<file path="config.mk">
export PLATFORM = sky130hd
export DESIGN_NAME = tmr_voter_reg_flat
export DESIGN_NICKNAME = d
export VERILOG_FILES = /design/src/rtl/tmr_voter_if.sv /design/src/rtl/tmr_voter_reg.sv /design/src/flat_wrapper.sv
export SDC_FILE = /design/constraint.sdc
export NUM_CORES = 1
export LEC_CHECK = 0
export CORE_MARGIN = 2
export CORE_UTILIZATION = 54
export CTS_CLUSTER_SIZE = 40
export DETAILED_ROUTE_END_ITERATION = 16
export PLACE_DENSITY = 0.85
export SETUP_SLACK_MARGIN = 0.02
export SYNTH_ARGS = -nofsm -noshare
export SYNTH_HDL_FRONTEND = slang
export SYNTH_SLANG_ARGS = --single-unit
</file>
<file path="constraint.sdc">
create_clock -name clk -period 4.06 [get_ports clk]
set_input_delay 0.812 -clock clk [delete_from_list [all_inputs] [get_ports clk]]
set_output_delay 0.812 -clock clk [all_outputs]
set_load 0.01 [all_outputs]
</file>
<file path="src/rtl/tmr_voter_if.sv">
// Bundle of the replica inputs and the voted/status outputs of tmr_voter_reg.
// The master drives the replicas; the slave (the voter) returns vote, mismatch and fault status.
interface tmr_voter_if #(
  parameter int WIDTH = 8,
  parameter int CNT_W = 8
);
  logic             in_valid;
  logic [WIDTH-1:0] a;
  logic [WIDTH-1:0] b;
  logic [WIDTH-1:0] c;
  logic             clr_fault;
  logic             out_valid;
  logic [WIDTH-1:0] out;
  logic             mismatch;
  logic [CNT_W-1:0] err_a;
  logic [CNT_W-1:0] err_b;
  logic [CNT_W-1:0] err_c;
  logic             fault_a;
  logic             fault_b;
  logic             fault_c;

  modport master (
    output in_valid, a, b, c, clr_fault,
    input  out_valid, out, mismatch, err_a, err_b, err_c, fault_a, fault_b, fault_c
  );

  modport slave (
    input  in_valid, a, b, c, clr_fault,
    output out_valid, out, mismatch, err_a, err_b, err_c, fault_a, fault_b, fault_c
  );
endinterface

</file>
<file path="src/rtl/tmr_voter_reg.sv">
// Registered 2-of-3 bitwise voter with per-channel health FSMs and saturating error counters.
// Optional TMR_EXCLUDE_EN: with exactly one channel faulted, vote only on the two remaining channels.
module tmr_voter_reg #(
  parameter int WIDTH        = 8,
  parameter int CNT_W        = 8,
  parameter int FAULT_THRESH = 4
) (
  input  logic         clk,
  input  logic         rst_n,
  tmr_voter_if.slave   bus
);
  typedef enum logic [1:0] {HEALTHY, SUSPECT, FAULTED} state_t;

  localparam logic [7:0] THRESH = 8'(FAULT_THRESH);

  logic [2:0][WIDTH-1:0] rep;
  logic [WIDTH-1:0]      vote;
  logic                  vote_ok;
  logic                  excl;
  logic [2:0]            disagree;
  logic [2:0]            fault_vec;
  logic [2:0][CNT_W-1:0] err_vec;
  logic                  mismatch_next;
  logic [WIDTH-1:0]      out_reg;
  logic                  out_valid_reg;
  logic                  mismatch_reg;
`ifdef TMR_EXCLUDE_EN
  logic [WIDTH-1:0]      pair0;
  logic [WIDTH-1:0]      pair1;
`endif

  assign rep = {bus.c, bus.b, bus.a};

  always_comb begin
    vote    = (bus.a & bus.b) | (bus.b & bus.c) | (bus.a & bus.c);
    vote_ok = 1'b1;
    excl    = 1'b0;
`ifdef TMR_EXCLUDE_EN
    pair0   = rep[1];
    pair1   = rep[2];
    if ($countones(fault_vec) == 1) begin
      excl = 1'b1;
      case (fault_vec)
        3'b001:  begin pair0 = rep[1]; pair1 = rep[2]; end
        3'b010:  begin pair0 = rep[0]; pair1 = rep[2]; end
        default: begin pair0 = rep[0]; pair1 = rep[1]; end
      endcase
      // Disagreeing survivors give no trustworthy value: hold out, count nobody.
      if (pair0 == pair1) vote = pair0;
      else                vote_ok = 1'b0;
    end
`endif
    for (int i = 0; i < 3; i++) begin
      disagree[i] = bus.in_valid & vote_ok & (rep[i] != vote);
    end
    mismatch_next = excl ? (bus.in_valid & ~vote_ok) : |disagree;
  end

  always_ff @(posedge clk) begin
    if (!rst_n) begin
      out_reg       <= '0;
      out_valid_reg <= 1'b0;
      mismatch_reg  <= 1'b0;
    end else begin
      out_valid_reg <= bus.in_valid;
      mismatch_reg  <= mismatch_next;
      if (bus.in_valid && vote_ok) out_reg <= vote;
    end
  end

  generate
    for (genvar gi = 0; gi < 3; gi++) begin : g_chan
      state_t           state_reg, state_next, st;
      logic [7:0]       consec_reg, consec_next, cn;
      logic [CNT_W-1:0] err_reg, err_next, er;

      always_ff @(posedge clk) begin
        if (!rst_n) begin
          state_reg  <= HEALTHY;
          consec_reg <= '0;
          err_reg    <= '0;
        end else begin
          state_reg  <= state_next;
          consec_reg <= consec_next;
          err_reg    <= err_next;
        end
      end

      // Clear takes effect first, then the current sample is applied on top of it.
      always_comb begin
        st          = bus.clr_fault ? HEALTHY : state_reg;
        cn          = bus.clr_fault ? 8'd0 : consec_reg;
        er          = bus.clr_fault ? '0 : err_reg;
        state_next  = st;
        consec_next = cn;
        err_next    = er;
        if (disagree[gi]) begin
          if (er != '1) err_next = er + 1'b1;
          case (st)
            HEALTHY: begin
              consec_next = 8'd1;
              state_next  = (THRESH <= 8'd1) ? FAULTED : SUSPECT;
            end
            SUSPECT: begin
              consec_next = cn + 8'd1;
              if (cn + 8'd1 >= THRESH) state_next = FAULTED;
            end
            default: ;
          endcase
        end else if (bus.in_valid && vote_ok && st == SUSPECT) begin
          state_next  = HEALTHY;
          consec_next = 8'd0;
        end
      end

      assign fault_vec[gi] = (state_reg == FAULTED);
      assign err_vec[gi]   = err_reg;
    end
  endgenerate

  assign bus.out       = out_reg;
  assign bus.out_valid = out_valid_reg;
  assign bus.mismatch  = mismatch_reg;
  assign bus.err_a     = err_vec[0];
  assign bus.err_b     = err_vec[1];
  assign bus.err_c     = err_vec[2];
  assign bus.fault_a   = fault_vec[0];
  assign bus.fault_b   = fault_vec[1];
  assign bus.fault_c   = fault_vec[2];
endmodule

</file>
<file path="src/flat_wrapper.sv">
// flat-port wrapper written by rule: the top's interface ports become plain ports
module tmr_voter_reg_flat 
#(
  parameter int WIDTH        = 8,
  parameter int CNT_W        = 8,
  parameter int FAULT_THRESH = 4
)
  (clk, rst_n, bus_in_valid, bus_a, bus_b, bus_c, bus_clr_fault, bus_out_valid, bus_out, bus_mismatch, bus_err_a, bus_err_b, bus_err_c, bus_fault_a, bus_fault_b, bus_fault_c);
  tmr_voter_if #(.WIDTH(WIDTH), .CNT_W(CNT_W)) bus_i ();
  input  logic clk;
  input  logic rst_n;
  input wire logic [$bits(bus_i.in_valid)-1:0] bus_in_valid;
  input wire logic [$bits(bus_i.a)-1:0] bus_a;
  input wire logic [$bits(bus_i.b)-1:0] bus_b;
  input wire logic [$bits(bus_i.c)-1:0] bus_c;
  input wire logic [$bits(bus_i.clr_fault)-1:0] bus_clr_fault;
  output wire logic [$bits(bus_i.out_valid)-1:0] bus_out_valid;
  output wire logic [$bits(bus_i.out)-1:0] bus_out;
  output wire logic [$bits(bus_i.mismatch)-1:0] bus_mismatch;
  output wire logic [$bits(bus_i.err_a)-1:0] bus_err_a;
  output wire logic [$bits(bus_i.err_b)-1:0] bus_err_b;
  output wire logic [$bits(bus_i.err_c)-1:0] bus_err_c;
  output wire logic [$bits(bus_i.fault_a)-1:0] bus_fault_a;
  output wire logic [$bits(bus_i.fault_b)-1:0] bus_fault_b;
  output wire logic [$bits(bus_i.fault_c)-1:0] bus_fault_c;
  assign bus_i.in_valid = bus_in_valid;
  assign bus_i.a = bus_a;
  assign bus_i.b = bus_b;
  assign bus_i.c = bus_c;
  assign bus_i.clr_fault = bus_clr_fault;
  assign bus_out_valid = bus_i.out_valid;
  assign bus_out = bus_i.out;
  assign bus_mismatch = bus_i.mismatch;
  assign bus_err_a = bus_i.err_a;
  assign bus_err_b = bus_i.err_b;
  assign bus_err_c = bus_i.err_c;
  assign bus_fault_a = bus_i.fault_a;
  assign bus_fault_b = bus_i.fault_b;
  assign bus_fault_c = bus_i.fault_c;
  tmr_voter_reg #(.WIDTH(WIDTH), .CNT_W(CNT_W), .FAULT_THRESH(FAULT_THRESH)) u_core (.clk(clk), .rst_n(rst_n), .bus(bus_i));
endmodule
</file>
==> results of run 1 <==
==> critical path, stage by stage <==
cell,delay (ns)
clkdlybuf4s50_1,0.53
and3b_1,0.23
a2111oi_0,0.56
a41oi_2,0.54
a211oi_2,0.54
nand2_1,0.09
o21ai_0,0.08
==> stage by stage <==
| step | total power (µW) | hold WS [ns] |
|---|---|---|
| 2_1_floorplan | 799 | 0.465 |
| 3_3_place_gp | 891 | 0.492 |
| 3_5_place_dp | 898 | 0.496 |
| 4_1_cts | 1400 | 0.519 |
| 5_1_grt | 1460 | 0.544 |
| 6_report | 1400 | 0.519 |
==> synthesized netlist by cell type (all sizes together), types with 3 or more instances <==
master	count
a211oi	4
a21oi	30
a221oi	3
a22o	8
a22oi	7
a31o	4
a31oi	18
a32oi	3
and3	11
and3b	10
and4	3
buf	6
clkbuf	24
dfxtp	64
ha	3
inv	10
mux2	9
mux2i	5
nand2	52
nand2b	9
nand3	36
nand3b	7
nand4	5
nor2	40
nor2b	21
nor3	17
nor3b	10
nor4	5
o211ai	4
o21ai	41
o22ai	7
o31ai	5
or3	11
or3b	4
or4	6
==> cell families (layout without fill, tap and decap cells) <==
| kind of cell | after synthesis | after routing | share of synthesized area, % |
|---|---|---|---|
| compound gates | 155 | 155 | 25.4 |
| fa+ha+maj | 3 | 3 | 0.918 |
| buf+inv | 41 | 99 | 4.19 |
| xor+xnor | 2 | 2 | 0.428 |
| mux | 14 | 14 | 3.70 |
| flops | 64 | 64 | 31.3 |
| simple gates | 255 | 255 | 34.1 |
==> area by class of cell <==
class,count,share of cell area (%)
well taps,99,2.49
clock inverters,5,0.630
multi-input cells,429,53.1
clock buffers,11,3.05
repair buffers,72,14.1
flip-flops and latches,64,25.8
inverters,11,0.831
==> power by group through the flow <==
stage | clock network, µW | logic, µW | registers, µW
floorplan | 0 | 125 | 674
finish | 512 | 224 | 664
detailed placement | 0 | 220 | 677
global placement | 0 | 214 | 677
global route | 547 | 244 | 666
CTS | 515 | 222 | 663
==> worst max path at each step <==
stage,to,cells past startpoint
6_report,u_core.g_chan[0].consec_reg[1],7
5_1_grt,u_core.g_chan[0].consec_reg[7],7
4_1_cts,u_core.g_chan[0].consec_reg[4],7
3_5_place_dp,u_core.g_chan[0].consec_reg[4],7
3_3_place_gp,u_core.g_chan[0].consec_reg[2],7
2_1_floorplan,u_core.bus.err_a[3],11
==> layer usage <==
metal | up-vias | part of all wire, %
met5 | - | 0
met2 | 179 | 47
met4 | 0 | 1.4
met1 | 2045 | 43
li1 | 2118 | -
met3 | 16 | 7.9
==> results.yml, run 1 <==
status:
  status: "finished, final reports clean"
route:
  ant_nets: 0
  first_pass_iters: 5
  drt-total-wl_mm: 10.7
  wl_per_cell_um: 15.5
  via_per_inst: 6.31
  drt_iter0_drc: 266
  drc: 0
  vias: 4358
worst_setup_path:
  r2r_cells: 7
  cp.arrival_ns: 3.38
  endpoint_kind: "flop"
  path_class: "in2reg"
  timing.critical_path.from_type: "primary input"
  critPathLaunch: "bus_c[6]"
  rr_startpoint: "u_core.bus.err_c[0]"
  required_ns: 4.33
  critPathMaxFanout: 16
  r2r_end: "u_core.bus.err_c[2]"
  rrSetupSlack_ns: 1.87
timing:
  fin_worst_skew_ns: 0.0101
  fin_crit_ns: 3.11
  maxSlewHeadroom_pct: 49.6
  hold_violations: 0
  worstMarginPinSlew_ns: 0.753
  slew_viol_final: 0
  max_freq_ghz: 0.322
  setup_viol: 0
  rsz0062_at_grt: "false"
  finalCritPeriodShare_pct: 76.5
  fin_ws_ns: 0.952
  fin_setup_tns_ns: 0
global_route:
  grt_usage_pct: 26.1
  grt_max_degree: 28
  met2_usage_pct: 42.7
  grt_pass1_wl_mm: 18.0
  overflow: 0
  use_met3_pct: 6.39
  antenna_found_initial: 0
  grt_pass1_vias: 3860
  grt_use_met1_pct: 32.9
  grt.busiest_layer: "met2"
layout:
  finalInstanceArea_um2: 4970
  multiInputGateArea_um2: 2640
  fin_util_pct: 68.1
  largest_reg_flops: 24
  antenna_cells: 0
  fillers: 628
  stdcell_count: 691
  drive_gt1_share_pct: 8.45
  syn_to_final_growth_pct: 21.4
  final_nets: 618
  final_cell_mix: "64 x clkdlybuf4s50_1, 64 x dfxtp_1, 52 x nand2_1"
  seqCellArea_um2: 1280
synthesis:
  synth-seq-cells: 64
  synthCells: 534
  syn_area_um2: 4090
  ys_seq_area_share_pct: 31.3
  synth-edff-count: 0
  avgSynthCellArea_um2: 7.66
  syn_nets: 565
  ys_types: 64
  yosys_warnings: 0
  synth_area_leaders: "dfxtp_1 31%, o21ai_0 5.0%, nand2_1 4.8%"
  ys.flop_type: "dfxtp_1"
  synth_top_cell_by_area: "dfxtp_1"
  synthArstFlopShare_pct: 0
  netlist.area_leader.share_pct: 31.3
hold_path:
  whs_endpoint: "u_core.g_chan[2].consec_reg[6]"
  min_from: "u_core.g_chan[2].consec_reg[6]"
  whs_path_depth: 1
  hold_path_class: "reg2reg"
pwr:
  p_per_area_nw_per_um2: 282
  seqPwrFrac_pct: 47.5
  vdd_drop_max_mv: 0.158
  sw_frac_of_total_pct: 28.9
  p_clk_share_pct: 36.6
  intPower_uw: 995
  power.switching_uw: 405
  pwr-share-comb_pct: 16.0
  power.static_leakage_uw: 0.00175
placement:
  dp_cells: 675
  gp_congestion: 0.916
  hpwl_mm: 7.28
  port_buffers: 64
  placedInstanceArea_um2: 4790
  pre_cts_slack_ns: 0.646
cts:
  cts_tree: "yes"
  clock-sinks: 64
  htree_levels: 3
  clock_latency_ns: 0.35
  clkTransAtPathRegs_ns: 0.08
  cts_root_buffer: "clkbuf_8"
  max-clock-path-buffers: 2
  postCtsSetupRepairBufs: 0
  cts_made_buffers: 9
  cts-resized-gates: 0
  ctsHoldBuffers: 0
floorplanning:
  die_x_um: 91.0
  initial_core_util_pct: 56.1
  fp.dieH_um: 91.0
  rows: 31
  io_pins: 65
  fp.dieArea_um2: 8290
  core_um2: 7290
run:
  cap_viol_max_count: 0
Power figures use the tool's default switching activity.
==> inputs of run 2 (changes only) <==
==> constraint.sdc (replaced) <==
create_clock -name clk -period 3.15 [get_ports clk]
set_input_delay 0.63 -clock clk [delete_from_list [all_inputs] [get_ports clk]]
set_output_delay 0.63 -clock clk [all_outputs]
set_load 0.01 [all_outputs]
==> run 2 against run 1 <==
Against the previous run: count of clock-buffer cells in the layout increased by 3; via count increased by 0.64%; register-to-register slack got worse by 0.83 ns; power increased by 30%; first-iteration DRC count increased by 33%; non-clock buffer count increased by 6; die area unchanged; critical endpoint unchanged.
==> results.yml, run 2 (synthesis results as in run 1) <==
status:
  status: "finished, final reports clean"
floorplanning:
  fp.dieArea_um2: 8290
  fp.dieH_um: 91.0
  io_pins: 65
  core_um2: 7290
  initial_core_util_pct: 56.1
  die_x_um: 91.0
  rows: 31
route:
  wl_per_cell_um: 15.3
  via_per_inst: 6.29
  first_pass_iters: 5
  ant_nets: 0
  drc: 0
  vias: 4386
  drt_iter0_drc: 355
  drt-total-wl_mm: 10.7
timing:
  rsz0062_at_grt: "false"
  finalCritPeriodShare_pct: 88.9
  maxSlewHeadroom_pct: 56.9
  fin_setup_tns_ns: 0
  fin_worst_skew_ns: 0.00932
  worstMarginPinSlew_ns: 0.642
  slew_viol_final: 0
  max_freq_ghz: 0.357
  setup_viol: 0
  hold_ws_ns: 0.521
  hold_violations: 0
  fin_crit_ns: 2.80
  fin_ws_ns: 0.349
layout:
  largest_reg_flops: 24
  finalInstanceArea_um2: 5030
  antenna_cells: 0
  final_cell_mix: "64 x clkdlybuf4s50_1, 64 x dfxtp_1, 52 x nand2_1"
  fin_util_pct: 69.0
  drive_gt1_share_pct: 9.03
  final_nets: 624
  syn_to_final_growth_pct: 22.9
global_route:
  antenna_found_initial: 0
  overflow: 0
  grt_pass1_vias: 3965
  grt_usage_pct: 25.4
  grt_max_degree: 28
  grt_pass1_wl_mm: 17.8
cts:
  cts-resized-gates: 0
  cts_tree: "yes"
  htree_levels: 3
  clock_latency_ns: 0.33
  cts_made_buffers: 9
  cts_root_buffer: "clkbuf_8"
  max-clock-path-buffers: 2
  clock-sinks: 64
  ctsHoldBuffers: 0
  postCtsSetupRepairBufs: 0
  clkTransAtPathRegs_ns: 0.07
worst_setup_path:
  cp.arrival_ns: 3.06
  critPathBufInv: 1
  endpoint_kind: "flop"
  cp_slowest_cell: "a211oi_2"
  cpPeakStageDelay_ns: 0.55
  required_ns: 3.41
  timing.critical_path.from_type: "primary input"
  critPathMaxFanout: 10
  path_class: "in2reg"
  critical_path.top_delay_family: "compound AO/OA/AOI/OAI gates"
  worstPathCellList: "clkdlybuf4s50_1 -> and3b_1 -> a2111oi_0 -> a41oi_2 -> a211oi_2 -> nand2_1 -> o21ai_0"
placement:
  placedInstanceArea_um2: 4840
  gp_congestion: 0.928
  port_buffers: 64
  hpwl_mm: 7.53
  pre_cts_slack_ns: 0.0806
pwr:
  vdd_drop_max_mv: 0.235
  power.static_leakage_uw: 0.00178
  p_per_area_nw_per_um2: 362
run:
  cap_viol_max_count: 0
hold_path:
  hold_path_class: "reg2reg"
==> run 2: cell count changes in the layout (fill, tap and decap cells not counted) <==
cell      delta
buf_4        +5
clkbuf_1     +2
clkinv_2     -2
buf_12       +1
clkbuf_8     +1
clkinv_4     -1
==> run 2: path summary, 6_finish.rpt <==
path	start	endpoint	slack [ns]	cells after the start
setup / recovery	bus_c[6]	u_core.g_chan[0].consec_reg[1]	0.35	7
hold / removal	u_core.g_chan[2].consec_reg[0]	u_core.g_chan[2].consec_reg[0]	0.52	2
setup reg to reg	u_core.bus.err_a[0]	u_core.bus.err_a[3]	1.04	8
hold reg to reg	u_core.g_chan[2].consec_reg[0]	u_core.g_chan[2].consec_reg[0]	0.52	2
==> run 2: report_power, final <==
part / total (µW) / leakage, µW / switching (µW) / internal [µW]
clock network: 669 / 0.0000927 / 318 / 350
logic: 296 / 0.00117 / 162 / 134
registers: 854 / 0.000521 / 23.8 / 831
==> run 2: worst reg2reg max path: stages (launching register included) <==
cell	delay, ns
dfxtp_1	0.35
nor2b_1	0.16
ha_1	0.21
and4b_1	0.23
and3_1	0.23
nand3_1	0.14
nand2_1	0.17
or3_1	0.42
a21oi_1	0.14
==> run 2: final cells by class <==
type	instances	area (µm²)
multi-input combinational	429	2640
fill	628	2260
sequential	64	1280
timing repair buffer	78	758
clock buffer	14	173
tap	99	124
inverter	11	41.3
clock inverter	2	12.5
==> run 2: stage by stage <==
step                power, µW  cells
floorplan                1030    534
CTS                      1830    697
detailed placement       1170    681
finish                   1820    697
global placement         1160    681
global route             1890    697
==> run 2: metal layers <==
layer / track usage [%] / share of wire [%] / up-vias / routed length [µm]
met5: 0 / 0 / - / 0
li1: - / - / 2136 / -
met1: 32.0 / 44 / 2038 / 4710
met3: 4.48 / 6.7 / 24 / 719
met4: 10.1 / 2.0 / 0 / 213
met2: 43.1 / 47 / 188 / 5040
==> RTL change 1: new RTL, config.mk and constraints of run 2 <==
Put a register stage on the output `bus.err_c`, without a reset. The value now appears one clock later.
--- a/src/rtl/tmr_voter_reg.sv
+++ b/src/rtl/tmr_voter_reg.sv
@@ -125,3 +125,5 @@
   assign bus.err_b     = err_vec[1];
-  assign bus.err_c     = err_vec[2];
+  always_ff @(posedge clk) begin
+    bus.err_c <= err_vec[2];
+  end
   assign bus.fault_a   = fault_vec[0];
Function: changed (a bounded check fails within 4 cycles, from zero or initial values and one cycle with rst_n low).
==> RTL change 1 against run 2 <==
Sequential cell count is 8 higher. Setup slack improved by 0.029 ns. First-iteration DRC count shrank 23%. Critical path depth stayed put. Area after synthesis up 5.0%. Total power rose by 20%. Via count is 1.1% higher. Routed wire length rose by 3.2%. Final area increased by 5.7%. Maximum frequency is 1.0% higher. Die area rose by 4.8%. Critical endpoint is now u_core.g_chan[0].consec_reg[5]$_SDFF_PN0_.
==> RTL change 1: results (changes against run 2) <==
Global route
  – Vias in the first global route: 4,045 (+2.0%)
  – All-Layer GR Usage: 26.02% (+0.58 points)
  – First-pass GRT wire length: 18,490 um (+4.0%)
  – Largest net degree at the start of global routing: 32 (+14%)
  – GR Layer Usage met1: 33.06% (+1.1 points)
  – GR Util met2: 43.36% (+0.21 points)

Layout
  – Area occupied by multi-input gates: 2670 um^2 (+1.2%)
  – Final clock-cell share: 4.755% (+1.1 points)
  – Clock buffers: 10 (-4)
  – Non-clk invs: 14 (+3)
  – Share of cells above drive strength 1: 10.61% (+1.6 points)
  – Buffering overhead: 14.50% (-0.58 points)
  – Final nets: 629 (+0.80%)
  – Non-Filler Instances: 705 (+1.1%)
  – Layout filler cell count: 591 (-5.9%)
  – Sequential cells: 72 (+13%)

Pwr
  – Max rail drop VDD: 0.0002362 V (+0.63%)
  – LEAKAGE: 1.861 nW (+4.4%)
  – PwrDens: 411.8 nW/um^2 (+14%)

Place
  – DP HPWL: 7634 um (+1.4%)
  – Dpl cells: 689 (+1.2%)
  – Routability cong.: 0.8804 (-5.1%)
  – Placed inst area: 5062 um^2 (+4.5%)

Setup path
  – Worst EP arrival: 2.99 ns (-0.07 ns)
  – Worst R2R Start: u_core.bus.err_b[1]$_SDFF_PN0_
  – Slowest CP cell: clkdlybuf4s50_1
  – Worst setup startpoint: bus_a[7]
  – End point of the critical path: u_core.g_chan[0].consec_reg[5]$_SDFF_PN0_
  – CP max stage delay: 0.60 ns (+0.05 ns)
  – Reg2reg path depth: 7 (-1)

Clocking
  – CTS Buf Count: 9 (unchanged)
  – Insertion delay to the later sink of the worst-skew pair: 0.35 ns (+0.02 ns)

Synth
  – Compound-gate portion of the synthesized area: 24.77% (-0.61 points)
  – Sequential area share after synthesis: 33.54% (+2.2 points)
  – Commonest cells in the netlist: dfxtp_1 (72), nand2_1 (54), nor2_1 (43)
  – Top post-synthesis cells by area: dfxtp_1 (34%), nand2_1 (4.7%), a21oi_1 (4.2%), nor2_1 (3.8%), nand3_1 (3.6%)
  – Syn avg cell area: 8.048 um^2 (+5.0%)
  – Post-synthesis mux area share: 2.591% (-1.1 points)
  – Post-synthesis xor/xnor area fraction: 1.019% (+0.59 points)
  – Adder-cell share of the synthesized area: 0.8734% (-0.044 points)

Routing
  – Metal2 WL: 5305 um (+5.4%)
  – Final Routed Wirelength: 11,020 um (+3.2%)
  – WL met3: 799 um (+11%)
  – Via density: 6.289 (about the same)
  – Met1 Wirelength: 4715 um (about the same)
  – DRT iter0 DRCs: 275 (-23%)

STA
  – Worst Skew: 0.008251 ns (-0.001067 ns)
  – FMAX: 360.7 MHz (+1.0%)
  – Max_slew headroom: 50.22% (-6.6 points)

Floorplanning
  – Row count: 32 (+3.2%)

Status
  – Status: complete, no violations
[RTL change 1: changes by cell type in the layout (fill, tap and decap cells not counted), sizes merged, moves of 5 or more]
| cell | delta |
|---|---|
| o21ai | -11 |
| nor3b | +5 |
| nor2 | +5 |
| and3 | -5 |
| a21oi | +7 |
| nor3 | -5 |
| nand3 | -5 |
| dfxtp | +8 |
| or3 | -9 |
| nand4 | +6 |
[RTL change 1: power breakdown]
part,switching (mW),internal (mW),total (mW)
clock,0.375,0.552,0.927
combinational,0.170,0.138,0.308
sequential,0.0217,0.932,0.953
[RTL change 1: worst min-delay path by stage]
stage / startpoint / end / slack, ns / cells past startpoint
2_1_floorplan: u_core.g_chan[2].err_reg[3]$_SDFF_PN0_ / u_core.bus.err_c[3]$_DFF_P_ / 0.32 / 0
3_3_place_gp: u_core.g_chan[2].err_reg[3]$_SDFF_PN0_ / u_core.bus.err_c[3]$_DFF_P_ / 0.33 / 0
3_5_place_dp: u_core.g_chan[2].err_reg[3]$_SDFF_PN0_ / u_core.bus.err_c[3]$_DFF_P_ / 0.34 / 0
4_1_cts: u_core.g_chan[2].err_reg[3]$_SDFF_PN0_ / u_core.bus.err_c[3]$_DFF_P_ / 0.36 / 0
5_1_grt: u_core.g_chan[2].err_reg[3]$_SDFF_PN0_ / u_core.bus.err_c[3]$_DFF_P_ / 0.37 / 0
6_report: u_core.g_chan[2].err_reg[3]$_SDFF_PN0_ / u_core.bus.err_c[3]$_DFF_P_ / 0.36 / 0
[RTL change 1: logic make-up after synthesis]
| logic type | after synthesis |
|---|---|
| simple gates | 256 |
| compound gates | 149 |
| flops | 72 |
| buf+inv | 39 |
| mux | 10 |
| xor+xnor | 5 |
| fa+ha+maj | 3 |
==> RTL change 2: new RTL, flow settings as in run 2 <==
Made on the original files. The option `TMR_EXCLUDE_EN` is turned on by a define.
--- a/src/rtl/tmr_voter_reg.sv
+++ b/src/rtl/tmr_voter_reg.sv
@@ -2,2 +2,4 @@
 // Optional TMR_EXCLUDE_EN: with exactly one channel faulted, vote only on the two remaining channels.
+`define TMR_EXCLUDE_EN
+
 module tmr_voter_reg #(
Check against the original RTL: not equivalent (Yosys sat finds a counterexample within 10 cycles, from zero or initial values and one cycle with rst_n low).
==> RTL change 2 against run 2 <==
Setup slack lost 0.14 ns. Routed wire length increased by 46%. Final area rose by 23%. Area after synthesis increased by 19%. Sequential cell count did not move. Global-route usage grew 6.0 points. Clock power is 28% higher. First-iteration DRC count grew 59%. Total power rose by 14%. Critical path type unchanged. Critical endpoint is now u_core.g_chan[1].consec_reg[6]$_SDFF_PN0_.
==> RTL change 2: results (changes against run 2) <==
Pwr
  – P_sw: 0.5537 mW (+9.8%)
  – Max rail drop VDD: 0.0002113 V (-10%)
  – LEAKAGE: 2.439 nW (+37%)

Place
  – Placed inst area: 5966 um^2 (+23%)
  – DP HPWL: 11,230 um (+49%)
  – Port Buffers: 64 (unchanged)
  – Pre-CTS setup slack: -0.05910 ns (-0.1397 ns)
  – Dpl cells: 853 (+25%)
  – Routability cong.: 0.8920 (-3.8%)

Routing
  – Final Routed Wirelength: 15,560 um (+46%)
  – Via density: 6.495 (+3.2%)
  – DRT Pass-1 Iters: 6 (+1)
  – DRT iter0 DRCs: 566 (+59%)

Synth
  – Post-synthesis cell type count: 72 (+13%)
  – Syn Inst Count: 662 (+24%)
  – Top post-synthesis cells by area: dfxtp_1 (26%), nand2_1 (5.0%), nor2_1 (4.8%), nand3_1 (4.7%), nor2b_1 (4.0%)
  – Post-Syn Nets: 701 (+24%)
  – Most used DFF post-synth: dfxtp_1
  – Sequential area share after synthesis: 26.21% (-5.1 points)
  – Commonest cells in the netlist: nand2_1 (65), dfxtp_1 (64), nor2_1 (63)

Status
  – Status: complete, no violations

Setup path
  – Worst-path fanout max: 8 (-2)
  – Worst EP arrival: 3.20 ns (+0.14 ns)
  – Worst R2R Start: u_core.g_chan[1].state_reg[0]$_SDFF_PN0_
  – Worst setup startpoint: bus_b[1]
  – Reg2reg path depth: 10 (+2)

Layout
  – Layout filler cell count: 708 (+13%)
  – Non-Filler Instances: 868 (+25%)
  – Final nets: 795 (+27%)
  – Share of cells above drive strength 1: 13.29% (+4.3 points)

Clocking
  – Max H-tree Level: 3 (unchanged)

Global route
  – All-Layer GR Usage: 31.44% (+6.0 points)
  – Largest net degree at the start of global routing: 37 (+32%)
  – First-pass GRT wire length: 25,020 um (+41%)
  – Vias in the first global route: 5,238 (+32%)

STA
  – Worst Tran Pin Value: 0.6548 ns (+0.01279 ns)
  – Worst Skew: 0.01274 ns (+0.003426 ns)

Hold path
  – Worst hold path startpoint: u_core.bus.err_a[3]$_SDFF_PN0_
[RTL change 2: changes by cell type in the layout (fill, tap and decap cells not counted), sizes merged, moves of 8 or more]
cell | before | now
a31oi | 18 | 9
a311oi | 2 | 10
nor2 | 40 | 63
nand4 | 5 | 17
nand2 | 52 | 65
and2 | 2 | 14
a32o | 0 | 14
buf | 14 | 62
nand3 | 36 | 46
nor2b | 21 | 32
ha | 3 | 11
o21ai | 41 | 27
and3b | 10 | 2
[RTL change 2: layout make-up]
| cell class | instances | share of cell area, % |
|---|---|---|
| multi-input combinational | 537 | 54.20 |
| sequential | 64 | 20.65 |
| timing repair buffer | 126 | 18.03 |
| clock buffer | 13 | 2.884 |
| tap | 108 | 2.178 |
| inverter | 18 | 1.089 |
| clock inverter | 2 | 0.9679 |
[RTL change 2: path summary, 6_finish.rpt]
kind,endpoint,slack (ns)
setup / recovery,u_core.g_chan[1].consec_reg[6]$_SDFF_PN0_,0.21
hold / removal,u_core.bus.err_a[3]$_SDFF_PN0_,0.51
setup reg to reg,u_core.g_chan[0].consec_reg[2]$_SDFF_PN0_,0.26
hold reg to reg,u_core.bus.err_a[3]$_SDFF_PN0_,0.51
[RTL change 2: cell families after synthesis]
logic type                 share of synthesized area (%)
xor gates and xnor gates                           1.433
AOI/OAI and AO/OA                                  24.32
buffers and inverters                              5.119
and+or+nand+nor                                    36.50
adders and majority gates                          2.815
DFF                                                26.21
muxes                                              3.609
[RTL change 2: power groups by stage]
stage	sequential, mW	combinational, mW	clock [mW]
CTS	0.845	0.371	0.868
finish	0.846	0.377	0.856
global placement	0.863	0.358	0
floorplan	0.867	0.182	0
global route	0.848	0.406	0.903
detailed placement	0.863	0.369	0
[RTL change 2: routing by layer]
metal  global-route usage [%]  vias to the layer above  routed length, um
met5                        0                        -                  0
met4                    16.02                        0                557
met3                    5.973                       50               1103
met2                    53.53                      284               7654
met1                    37.81                     2658               6245
li1                         -                     2646                  -
[RTL change 2: per-stage QoR]
step / power, mW / utilization [%] / setup TNS [ns] / hold WS, ns
5_1_grt: 2.158 / 70.80 / 0 / 0.5447
3_5_place_dp: 1.233 / 68.08 / -0.2969 / 0.4986
2_1_floorplan: 1.049 / - / 0 / 0.4644
3_3_place_gp: 1.220 / 68.08 / 0 / 0.4812
6_report: 2.079 / 70.80 / 0 / 0.5106
4_1_cts: 2.084 / 70.80 / 0 / 0.5063
[RTL change 2: worst max-delay path, cell delays in order]
cell	delay [ns]
clkdlybuf4s50_1	0.52
nor2b_1	0.21
mux2i_1	0.26
o211ai_1	0.17
nor4_2	0.36
buf_4	0.22
nand2_1	0.09
a21boi_0	0.13
a31oi_1	0.31
buf_4	0.17
o2bb2ai_1	0.11
